## src/rtl/simplecpu_pkg.sv

```systemverilog
// simplecpu_pkg: shared RAM geometry and requester identifiers.
//   DATA_W, ADDR_W, DEPTH : default RAM word width, address width, word count
//   port_e                : requester index (PORT_HOST=0, PORT_CPU=1)
package simplecpu_pkg;
  localparam int DATA_W = 8;
  localparam int ADDR_W = 4;
  localparam int DEPTH = 2 ** ADDR_W;
  typedef enum logic {PORT_HOST = 1'b0, PORT_CPU = 1'b1} port_e;
endpackage

```

## src/rtl/rr_arb2.sv

```systemverilog
// rr_arb2: two-input round-robin arbiter with host burst lock and fixed-priority option.
//   clk, reset      : clock, asynchronous active-low reset
//   h_req, h_lock   : host request and burst lock
//   c_req           : CPU request
//   h_gnt, c_gnt    : combinational one-hot grants (both 0 in reset)
module rr_arb2 import simplecpu_pkg::*; #(
  parameter int HOST_PRIO = 0
) (
  input  logic clk,
  input  logic reset,
  input  logic h_req,
  input  logic h_lock,
  input  logic c_req,
  output logic h_gnt,
  output logic c_gnt
);
  port_e last_winner;
  logic locked;
  // Host wins when locked, alone, favoured by priority, or when the CPU won last.
  always_comb begin
    h_gnt = reset & h_req & (locked | !c_req | (HOST_PRIO != 0) | (last_winner == PORT_CPU));
    c_gnt = reset & c_req & !locked & !h_gnt;
  end
  // A granted host with h_lock keeps the lock; any cycle without that drops it.
  always_ff @(posedge clk or negedge reset)
    if (!reset) begin
      locked <= 1'b0;
      last_winner <= PORT_CPU;
    end else begin
      locked <= h_gnt & h_lock;
      if (h_gnt) last_winner <= PORT_HOST;
      else if (c_gnt) last_winner <= PORT_CPU;
    end
endmodule

```

## src/rtl/ram_arbiter.sv

```systemverilog
// ram_arbiter: single-port RAM shared by a host (loader) and a CPU, one access per clock.
//   clk, reset                          : clock, asynchronous active-low reset
//   h_req/h_we/h_addr/h_wdata/h_lock    : host request, write enable, address, data, burst lock
//   h_gnt/h_rvalid/h_rdata              : host grant, registered read valid and data
//   c_req/c_we/c_addr/c_wdata           : CPU request side (no lock)
//   c_gnt/c_rvalid/c_rdata              : CPU grant, registered read valid and data
module ram_arbiter #(
  parameter int DATA_W = simplecpu_pkg::DATA_W,
  parameter int ADDR_W = simplecpu_pkg::ADDR_W,
  parameter int HOST_PRIO = 0
) (
  input  logic              clk,
  input  logic              reset,
  input  logic              h_req,
  input  logic              h_we,
  input  logic [ADDR_W-1:0] h_addr,
  input  logic [DATA_W-1:0] h_wdata,
  input  logic              h_lock,
  output logic              h_gnt,
  output logic              h_rvalid,
  output logic [DATA_W-1:0] h_rdata,
  input  logic              c_req,
  input  logic              c_we,
  input  logic [ADDR_W-1:0] c_addr,
  input  logic [DATA_W-1:0] c_wdata,
  output logic              c_gnt,
  output logic              c_rvalid,
  output logic [DATA_W-1:0] c_rdata
);
  logic [DATA_W-1:0] mem [2**ADDR_W];
  logic wr;
  logic [ADDR_W-1:0] wr_addr;
  logic [DATA_W-1:0] wr_data;
  rr_arb2 #(.HOST_PRIO(HOST_PRIO)) u_arb (
    .clk(clk), .reset(reset), .h_req(h_req), .h_lock(h_lock), .c_req(c_req),
    .h_gnt(h_gnt), .c_gnt(c_gnt)
  );
  always_comb begin
    wr = (h_gnt & h_we) | (c_gnt & c_we);
    wr_addr = h_gnt ? h_addr : c_addr;
    wr_data = h_gnt ? h_wdata : c_wdata;
  end
  // Memory contents survive reset.
  always_ff @(posedge clk)
    if (wr) mem[wr_addr] <= wr_data;
  // Read data only updates on a granted read, so it holds between reads.
  always_ff @(posedge clk or negedge reset)
    if (!reset) begin
      h_rvalid <= 1'b0;
      c_rvalid <= 1'b0;
      h_rdata <= '0;
      c_rdata <= '0;
    end else begin
      h_rvalid <= h_gnt & !h_we;
      c_rvalid <= c_gnt & !c_we;
      if (h_gnt & !h_we) h_rdata <= mem[h_addr];
      if (c_gnt & !c_we) c_rdata <= mem[c_addr];
    end
endmodule
```

## config.mk

```make
export PLATFORM = sky130hd
export DESIGN_NAME = ram_arbiter
export DESIGN_NICKNAME = d
export VERILOG_FILES = /design/src/rtl/simplecpu_pkg.sv /design/src/rtl/rr_arb2.sv /design/src/rtl/ram_arbiter.sv
export SDC_FILE = /design/constraint.sdc
export NUM_CORES = 1
export LEC_CHECK = 0
export ABC_AREA = 1
export CORE_ASPECT_RATIO = 2
export CORE_UTILIZATION = 40
export CTS_BUF_LIST = sky130_fd_sc_hd__clkbuf_8
export DETAILED_ROUTE_END_ITERATION = 8
export MAX_ROUTING_LAYER = met4
export PLACE_DENSITY = 0.62
export SYNTH_ARGS = -nofsm -noshare
export SYNTH_HDL_FRONTEND = slang
export SYNTH_SLANG_ARGS = --single-unit
export TNS_END_PERCENT = 1
```

## constraint.sdc

```tcl
create_clock -name clk -period 4.3 [get_ports clk]
set_clock_uncertainty 0.1 [all_clocks]
set_input_delay 0.86 -clock clk [delete_from_list [all_inputs] [get_ports clk]]
set_output_delay 0.86 -clock clk [all_outputs]
set_load 0.03 [all_outputs]
```

After elaboration in Yosys (flattened, before gate mapping)
Memories as Yosys holds them, arrays and structs flattened. A register that Yosys moved wholly into a read port is not among the register bits.
Cells that the tools add are included.
- register bits: 4
- bits in writable memories: 128
- input port bits: 31
- logic and storage cells: 32
- memories kept: 1
- memory list (memory ; words ; bits a word ; read ports ; clocked after memory_dff ; wr ports ; line ; source):
    mem ; 16 ; 8 ; 2 ; 2 ; 1 ; ram_arbiter.sv:30 ; logic [DATA_W-1:0] mem [2**ADDR_W];
- muxes and demuxes: 6
- bitwise logic cells: 13
- reductions and logical operators: 8
- operators with widths (kind ; number):
    AND 1 bit ; 10
    2-to-1 mux 8 bit ; 1
    logical NOT 1 bit ; 7
    2-to-1 mux 1 bit ; 4
    2-to-1 mux 4 bit ; 1
    bitwise OR 1 bit ; 3
    nonzero test 2 bit ; 1

Logic depth before layout (Yosys ltp)
Gate-level depths: netlist of run 1.
- depth in word-level cells: 10
- depth in mapped cells: 10

Hierarchy
Synthesis of run 1 repeated with hierarchy kept, for this count alone.
- cell total of the unflattened synthesis: 868
- area, all modules: 7440.9 µm²
- by module, submodules not included (module ; instances ; cells each ; area an instance (µm²) ; sequential area each (µm²)):
    ram_arbiter ; 1 ; 852 ; 7325.8 ; 4294.1
    rr_arb2 ; 1 ; 16 ; 115.1 ; 51.3

Least setup slack after synthesis of run 1
OpenSTA, ideal clock, no wires.
- path type: input port to flip-flop
- from: in reset
- to: mem mem[7][0] (enable)
- data arrival time: 1.977 ns
- path slack: 1.853 ns
- stages on the path: 8
- path buffers: 0
- cells stage by stage: nand2_1 inv_1 nand2_2 inv_2 nand2_1 o21ai_4 nand3_2 nor2_1
- word-level cells in the longest chain between the ends: 8
- elaborated cells on any way between the ends: 12
- ends and longest elaborated chain (element ; line ; source):
    start: declaration ; ram_arbiter.sv:13 ; input logic reset,
    AND 1 bit (*) (2 in a row) ; rr_arb2.sv:21 ; h_gnt = reset & h_req & (locked | !c_req | (HOST_PRIO != 0) | (last_winner == PORT_CPU));
    via h_gnt ; ram_arbiter.sv:19 ; output logic h_gnt,
    logical NOT 1 bit ; rr_arb2.sv:22 ; c_gnt = reset & c_req & !locked & !h_gnt;
    AND 1 bit ; rr_arb2.sv:22 ;
    AND 1 bit ; ram_arbiter.sv:39 ; wr = (h_gnt & h_we) | (c_gnt & c_we);
    bitwise OR 1 bit ; ram_arbiter.sv:39 ;
    2-to-1 mux 1 bit ; ram_arbiter.sv:45 ; if (wr) mem[wr_addr] <= wr_data;
    2-to-1 mux 1 bit (implied by the code) ; ram_arbiter.sv:45 ;
    end: declaration ; ram_arbiter.sv:30 ;
Mark *: on every way through the listed nets, which the timed path passes. The rest lies on a longest branch.

Worst setup path after layout of run 1
- from: in reset
- to: out c_gnt
- word-level cells in the longest chain between the ends: 4
- elaborated cells on any way between the ends: 6
- ends and longest elaborated chain (element ; line ; source):
    AND 1 bit (2 in a row) ; rr_arb2.sv:21 ;
    logical NOT 1 bit ; rr_arb2.sv:22 ;
    AND 1 bit (*) ; rr_arb2.sv:22 ;
    end: declaration ; ram_arbiter.sv:26 ; output logic c_gnt,
Mark *: on every way between the ends. The rest lies on a longest branch, timed or not.

==> results of run 1 <==
worst paths after layout:
check	to	slack (ns)	cells after the start
min	c_rdata[0]	0.38	2
max reg2reg	mem[5][2]	1.75	6
min reg2reg	c_rdata[0]	0.38	2
min in group asynchronous	h_rvalid	0.55	1
max in group asynchronous	c_rdata[0]	3.02	2
max	c_gnt	1.10	7
power by group:
group | switching (uW) | total (uW) | leakage, uW | internal (uW)
Sequential | 22.2 | 1650 | 0.00141 | 1630
Combinational | 386 | 565 | 0.00244 | 179
Clock | 551 | 1130 | 0.000204 | 577
Total | 959 | 3340 | 0.00405 | 2380
through the flow:
stage / setup slack (ns) / hold WS, ns / util (%) / std cells
finish: 1.10 / 0.380 / 46.3 / 1271
detailed placement: 0.701 / 0.364 / 44.1 / 1239
global route: 0.976 / 0.408 / 46.3 / 1271
CTS: 1.09 / 0.386 / 46.3 / 1271
global placement: 0.732 / 0.361 / 44.1 / 1239
floorplan: 1.85 / 0.420 / - / 965
placed cells by master, fill, tap and decap left out, drive strengths merged:
cell type,n
nand3b,1
clkinvlp,3
clkdlybuf4s50,46
nor2,20
clkinv,8
clkbuf,17
bufinv,3
nand2,360
edfxtp,128
inv,150
dfrtp,19
dfstp,1
nand3,230
o21ai,6
buf,20
layout make-up:
cell class | count | area (um^2)
well taps | 259 | 324
inverters | 149 | 559
clock inverters | 15 | 183
fillers | 1877 | 10400
multi-input cells | 617 | 2710
flip-flops and latches | 148 | 4350
clock buffers | 17 | 234
repair buffers | 66 | 606
cells by family (layout without fill, tap and decap cells):
logic type	after synthesis	count (layout)
AO/OA/AOI/OAI	6	6
AND/OR/NAND/NOR	611	611
flip-flops	148	148
buffers and inverters	200	247
flip-flops by register name, summed over array words and instances (netlist names):
| register | cells |
|---|---|
| mem | 128 |
| c_rdata | 8 |
| h_rdata | 8 |
| c_rvalid | 1 |
| h_rvalid | 1 |
| u_arb.last_winner | 1 |
| u_arb.locked | 1 |
worst reg2reg max path, cell delays in order, from the launching register on:
cell	delay, ns
dfstp_2	0.54
nand3b_1	0.12
nand2_2	0.16
buf_4	0.26
o21ai_2	0.25
nand3_2	0.15
nor2_1	0.60
routing by layer:
layer / vias up / share of wire, % / global-route usage, %
li1: 3149 / - / -
met1: 3109 / 34 / 25.8
met2: 291 / 52 / 44.0
met3: 102 / 4.5 / 3.55
met4: 0 / 9.2 / 23.0
met5: - / 0 / -
==> results.yml, run 1 <==
run_status:
  status: "completed"
synth:
  yosysTopAreaCellShare_pct: 48.5
  synthSimpleGateAreaFrac_pct: 33.3
  synthAdderAreaFrac_pct: 0
  async_reset_ff_share_pct: 13.5
  synthXorXnorAreaFrac_pct: 0
  syn_nets: 996
  synth.top_cells.by_count: "353 x nand2_1, 227 x nand3_1, 141 x inv_1"
  synthCells: 965
  synth_edf_count: 128
  synth-seq-cells: 148
  synth_area_um2: 7930
  synthDistinctLibCells: 24
  yosysSeqAreaShare_pct: 54.8
  synth_top_family_by_area: "simple AND/OR/NAND/NOR gates"
  synth.largest_area_cell: "edfxtp_1"
  synth.avg_cell_area_um2: 8.21
  yosysWarnings: 0
  synth_area_leaders: "edfxtp_1 49%, nand2_1 17%, nand3_1 14%, inv_1 6.7%, dfrtp_1 6.0%"
  ys_dominant_reg_cell: "edfxtp_1"
  synth_compound_area_share_pct: 0.900
  yosys.cell_count.top_type: "nand2_1"
  synthMuxAreaShare_pct: 0
floorplan:
  start_util_pct: 40.9
  dieArea_um2: 20400
  die_w_um: 102
  fp.coreArea_um2: 19400
  io_pins: 51
  die_h_um: 201
  placementRows: 72
pwr:
  leakagePower_uw: 0.00405
  ir_worst_vdd_uv: 144
  powerDensity_nw_per_um2: 373
  total_power_uw: 3340
routing:
  drt-total-wl_um: 24700
  avgRoutedWirePerCell_um: 19.5
  vias: 6651
  avgViaCountPerCell: 5.23
  drc: 0
  dr.pass1.iters: 6
  ant_nets: 0
  drt_iter0_markers: 544
sta:
  rsz0062_at_grt: "no"
  period_share_pct: 74.3
  worst_pin_slew_ns: 0.873
  fin_tns_setup_ns: 0
  fin_crit_ns: 3.20
  finalHoldViolations: 0
  fmax_mhz: 313
  slew_viol_final: 0
  setup_viol: 0
  slew_headroom_pct: 41.7
grt:
  grt_pass1_wl_um: 36800
  grt_antenna_before_repair: 0
  track_usage_pct: 26.3
  grt_pass1_vias: 6488
  grt_max_degree: 66
  grt-ovfl-total: 0
job:
  drv_cap: 0
final_layout:
  area_growth_pct: 13.1
  diodes: 0
  nets: 1030
  drive_gt1_share_pct: 7.71
  finalInstanceArea_um2: 8960
setup_path:
  start_kind: "primary input"
  crit_family: "buffers and inverters"
  arrival_ns: 2.24
  critPathLaunch: "reset"
  endpoint_kind: "output pin"
  crit_path_cell_trace: "clkdlybuf4s50_1 > nand2_1 > inv_1 > nand2_2 > nand2_2 > inv_1 > buf_4"
  path_class: "in2out"
  regToRegStartpoint: "u_arb.last_winner"
  slowest_stage: "clkdlybuf4s50_1"
  path_max_fanout: 12
  slowest_delay_ns: 0.66
  path_buf_inv: 4
  required_ns: 3.34
clock_network:
  post_cts_buffers: 0
  cts-root-buf: "clkbuf_8"
  cts_inserted_buffers: 17
  ctsResizeCount: 0
  cts_hold_buffers: 0
  clkLatencyLatePin_ns: 0.47
  clock_sinks: 148
  clk_pin_slew_ns: 0.08
  cts_tree: "built"
  htreeDepth: 4
  clk_path_buf_depth: 2
placed_design:
  dpl_cell_area_um2: 8550
  gp_congestion: 1.02
  place.port_buffers: 50
  hpwl_um: 17000
hold_path:
  min_from: "c_rdata[0]"
  hold_class: "reg2reg"
(Power assumes the default switching activity.)
==> run 2: changes to the inputs <==
Clock period 4.3 ns to 3.3 ns, I/O delays scaled along.
==> run 2 against run 1 <==
  * Clock power grew 18%
  * Cell area grew 2.1%
  * Setup slack lost 0.53 ns
  * Sequential share of layout area shrank 1.0 points
  * Critical endpoint unchanged
  * Largest power group unchanged
==> results.yml, run 2 (same netlist as run 1, synthesis figures left out) <==
grt:
  grt_most_used_layer: "met2"
  grt-ovfl-total: 0
  grtUsageMet1_pct: 25.7
  grtUsageMet2_pct: 44.6
  grt_antenna_before_repair: 0
  grt_pass1_wl_um: 36900
  track_usage_pct: 26.4
  grt_pass1_vias: 6484
  grt_max_degree: 66
  use_met3_pct: 3.38
sta:
  setup_viol: 0
  worst_pin_slew_ns: 0.792
  slew_viol_final: 0
  finalHoldViolations: 0
  fin_crit_ns: 2.73
  slew_headroom_pct: 47.2
  rsz0062_at_grt: "no"
  period_share_pct: 82.7
  fin_tns_setup_ns: 0
  holdWs_ns: 0.378
  fmax_mhz: 367
floorplan:
  fp.coreArea_um2: 19400
  start_util_pct: 40.9
  placementRows: 72
  die_h_um: 201
  die_w_um: 102
  io_pins: 51
  dieArea_um2: 20400
clock_network:
  clkLatencyLatePin_ns: 0.46
  cts_hold_buffers: 0
  post_cts_buffers: 0
  clock_sinks: 148
  cts_tree: "built"
  cts-root-buf: "clkbuf_8"
  ctsResizeCount: 0
  clk_pin_slew_ns: 0.08
  clk_path_buf_depth: 2
  cts_inserted_buffers: 17
  htreeDepth: 4
setup_path:
  r2r_setup_slack_ns: 1.03
  r2r-end: "mem[3][3]"
  critPathLaunch: "reset"
  cpMostUsedCell: "buf_4"
  slowest_stage: "clkdlybuf4s50_1"
  crit_end: "c_gnt"
  rr_worst_depth: 9
  required_ns: 2.54
  path_max_fanout: 4
  start_kind: "primary input"
  regToRegStartpoint: "u_arb.last_winner"
  crit_path_cell_trace: "clkdlybuf4s50_1 > buf_4 > nand2_1 > nor2_1 > nand2_2 > inv_1 > buf_4"
  endpoint_kind: "output pin"
  slowest_delay_ns: 0.57
  arrival_ns: 1.97
  path_class: "in2out"
final_layout:
  final_common_cell: "nand2_1"
  fill_cells: 1873
  nets: 1058
  largest_register_ffs: 128
  area_growth_pct: 15.5
  multi_input_comb_area_um2: 2710
  fin_cells: 1297
  top_regs: "mem (128), c_rdata (8), h_rdata (8)"
  drive_gt1_share_pct: 9.73
  fin_util_pct: 47.3
  diodes: 0
  seqCellArea_um2: 4350
  mostFrequentLayoutCells: "353 x nand2_1, 227 x nand3_1, 140 x inv_1, 128 x edfxtp_1, 46 x clkdlybuf4s50_1"
  regMostFlops: "mem"
routing:
  vias: 6686
  drc: 0
  avgRoutedWirePerCell_um: 18.9
  drt-total-wl_um: 24500
  drt_iter0_markers: 610
  avgViaCountPerCell: 5.15
  ant_nets: 0
  dr.pass1.iters: 5
hold_path:
  hold_class: "reg2reg"
  holdPathStages: 2
placed_design:
  dp_cells: 1267
  gp_congestion: 0.953
  place.port_buffers: 50
  hpwl_um: 17600
job:
  drv_cap: 0
pwr:
  leakagePower_uw: 0.00418
  total_power_uw: 4230
  powerDensity_nw_per_um2: 462
  ir_worst_vdd_uv: 208
run_status:
  status: "completed"
run 2: worst max-delay path: cells and delay by family:
| family | cells | cell delay [ns] |
|---|---|---|
| buffers and inverters | 4 | 0.98 |
| AND/OR/NAND/NOR | 3 | 0.33 |
run 2: cell type report:
class	instances	area share, %
clock buffers	17	2.56
clock inverters	13	1.49
inverters	149	6.11
multi-input cells	617	29.6
flip-flops and latches	148	47.5
well taps	259	3.54
repair buffers	94	9.19
run 2: worst min path at each step:
stage,end,startpoint,slack (ns)
2_1_floorplan,c_rdata[0],reset,0.26
3_3_place_gp,c_rdata[1],c_rdata[1],0.36
3_5_place_dp,h_rdata[7],h_rdata[7],0.36
4_1_cts,c_rdata[0],c_rdata[0],0.39
5_1_grt,h_rdata[2],h_rdata[2],0.40
6_report,h_rdata[7],h_rdata[7],0.38
run 2: power by group:
part,switching [uW],leakage [uW],internal [uW],total [uW]
Sequential,27.2,0.00141,2120,2140
Combinational,502,0.00259,254,756
Clock,671,0.000173,659,1330
Total,1200,0.00418,3030,4230
run 2: through the flow:
stage	worst slack, ns	area, um^2
global placement	0.323	8780
floorplan	1.05	7930
CTS	0.554	9150
finish	0.572	9150
global route	0.470	9150
detailed placement	0.283	8780
run 2: metal layers:
metal	wire length [um]	vias up
li1	-	3210
met1	8070	3072
met2	12900	302
met3	1180	102
met4	2310	0
met5	0	-
==> run 3: changes to the inputs <==
Clock period 3.3 ns to 2.6 ns, I/O delays scaled along.
==> run 3 against run 2 <==
  * Cell area is 1.8% higher
  * Setup slack worse by 0.38 ns
  * Die area stayed put
==> results.yml, run 3 (same netlist as run 1, synthesis figures left out) <==
final_layout:
  mostFrequentLayoutCells: "353 x nand2_1, 227 x nand3_1, 141 x inv_1, 128 x edfxtp_1, 57 x buf_4"
  drive_gt1_share_pct: 11.1
  nets: 1072
  top_regs: "mem (128), c_rdata (8), h_rdata (8)"
  largest_register_ffs: 128
  area_growth_pct: 17.5
  diodes: 0
  fill_cells: 1883
  fin_util_pct: 48.1
  regMostFlops: "mem"
  final_common_cell: "nand2_1"
  fin_cells: 1313
  finalInstanceArea_um2: 9320
job:
  drv_cap: 0
routing:
  drt_iter0_markers: 514
  dr.pass1.iters: 5
  drt-total-wl_um: 25200
  avgViaCountPerCell: 5.17
  ant_nets: 0
  drc: 0
  avgRoutedWirePerCell_um: 19.2
  vias: 6794
run_status:
  status: "completed"
setup_path:
  arrival_ns: 1.79
  path_max_fanout: 4
  r2r_setup_slack_ns: 0.52
  path_class: "in2out"
  start_kind: "primary input"
  required_ns: 1.98
  endpoint_kind: "output pin"
sta:
  fin_tns_setup_ns: 0
  worst_pin_slew_ns: 0.675
  finalHoldViolations: 0
  slew_viol_final: 0
  slew_headroom_pct: 55.0
  fin_crit_ns: 2.41
  fmax_mhz: 415
  rsz0062_at_grt: "no"
  period_share_pct: 92.6
  setup_viol: 0
hold_path:
  hold_class: "in2async"
floorplan:
  io_pins: 51
  die_w_um: 102
  die_h_um: 201
  fp.coreArea_um2: 19400
  dieArea_um2: 20400
  placementRows: 72
  start_util_pct: 40.9
grt:
  track_usage_pct: 27.2
  grt_max_degree: 65
  grt_pass1_vias: 6683
  grt-ovfl-total: 0
  grt_pass1_wl_um: 38100
  grt_antenna_before_repair: 0
placed_design:
  place.port_buffers: 50
  hpwl_um: 18200
  dp_cells: 1281
  dpl_cell_area_um2: 8900
  gp_congestion: 0.983
clock_network:
  cts_hold_buffers: 0
  htreeDepth: 4
  cts-root-buf: "clkbuf_8"
  cts_tree: "built"
  clk_path_buf_depth: 2
  post_cts_buffers: 0
  clk_pin_slew_ns: 0.08
  cts_inserted_buffers: 17
  clkLatencyLatePin_ns: 0.48
  ctsResizeCount: 0
  clock_sinks: 148
pwr:
  powerDensity_nw_per_um2: 599
  ir_worst_vdd_uv: 251
  leakagePower_uw: 0.00428
## run 3: layer usage
| metal | share of wire, % | track usage, % | routed length [um] |
|---|---|---|---|
| met3 | 4.7 | 4.70 | 1180 |
| met2 | 53 | 46.0 | 13400 |
| met1 | 33 | 26.6 | 8320 |
| met5 | 0 | - | 0 |
| met4 | 9.0 | 21.7 | 2270 |
## run 3: critical path, stage by stage
cell and delay [ns]:
clkdlybuf4s50_1 0.57, nand2_1 0.07, nor2_1 0.16, nand2_2 0.10, buf_4 0.16, inv_1 0.05
buf_4 0.15
## run 3: report_power, final
| part | switching, uW | internal [uW] | leakage [uW] |
|---|---|---|---|
| Sequential | 36.4 | 2690 | 0.00141 |
| Combinational | 651 | 342 | 0.00267 |
| Clock | 906 | 957 | 0.000209 |
## run 3: path summary, 6_finish.rpt
check | from | endpoint | cells after the start
max in group asynchronous | reset | c_rdata[5] | 2
min in group clk | c_rdata[7] | c_rdata[7] | 2
setup / recovery | reset | c_gnt | 7
setup reg to reg | u_arb.last_winner | mem[8][2] | 7
hold reg to reg | c_rdata[7] | c_rdata[7] | 2
hold / removal | reset | u_arb.locked | 2
## run 3: layout make-up
| type | count | area (um^2) | share of cell area (%) |
|---|---|---|---|
| clock inverter | 15 | 181 | 1.95 |
| timing repair buffer | 108 | 958 | 10.3 |
| inverter | 149 | 559 | 6.00 |
| tap | 259 | 324 | 3.48 |
| clock buffer | 17 | 234 | 2.51 |
| multi-input combinational | 617 | 2710 | 29.1 |
| sequential | 148 | 4350 | 46.6 |
## run 3: stage by stage
| step | power (uW) | setup WS, ns | hold slack [ns] |
|---|---|---|---|
| final | 5580 | 0.192 | 0.353 |
| after global routing | 5800 | 0.0909 | 0.356 |
| after CTS | 5610 | 0.182 | 0.327 |
| after detailed placement | 3770 | -0.116 | 0.364 |
| after global placement | 3760 | -0.0877 | 0.363 |
| after floorplan | 3330 | 0.493 | 0.124 |
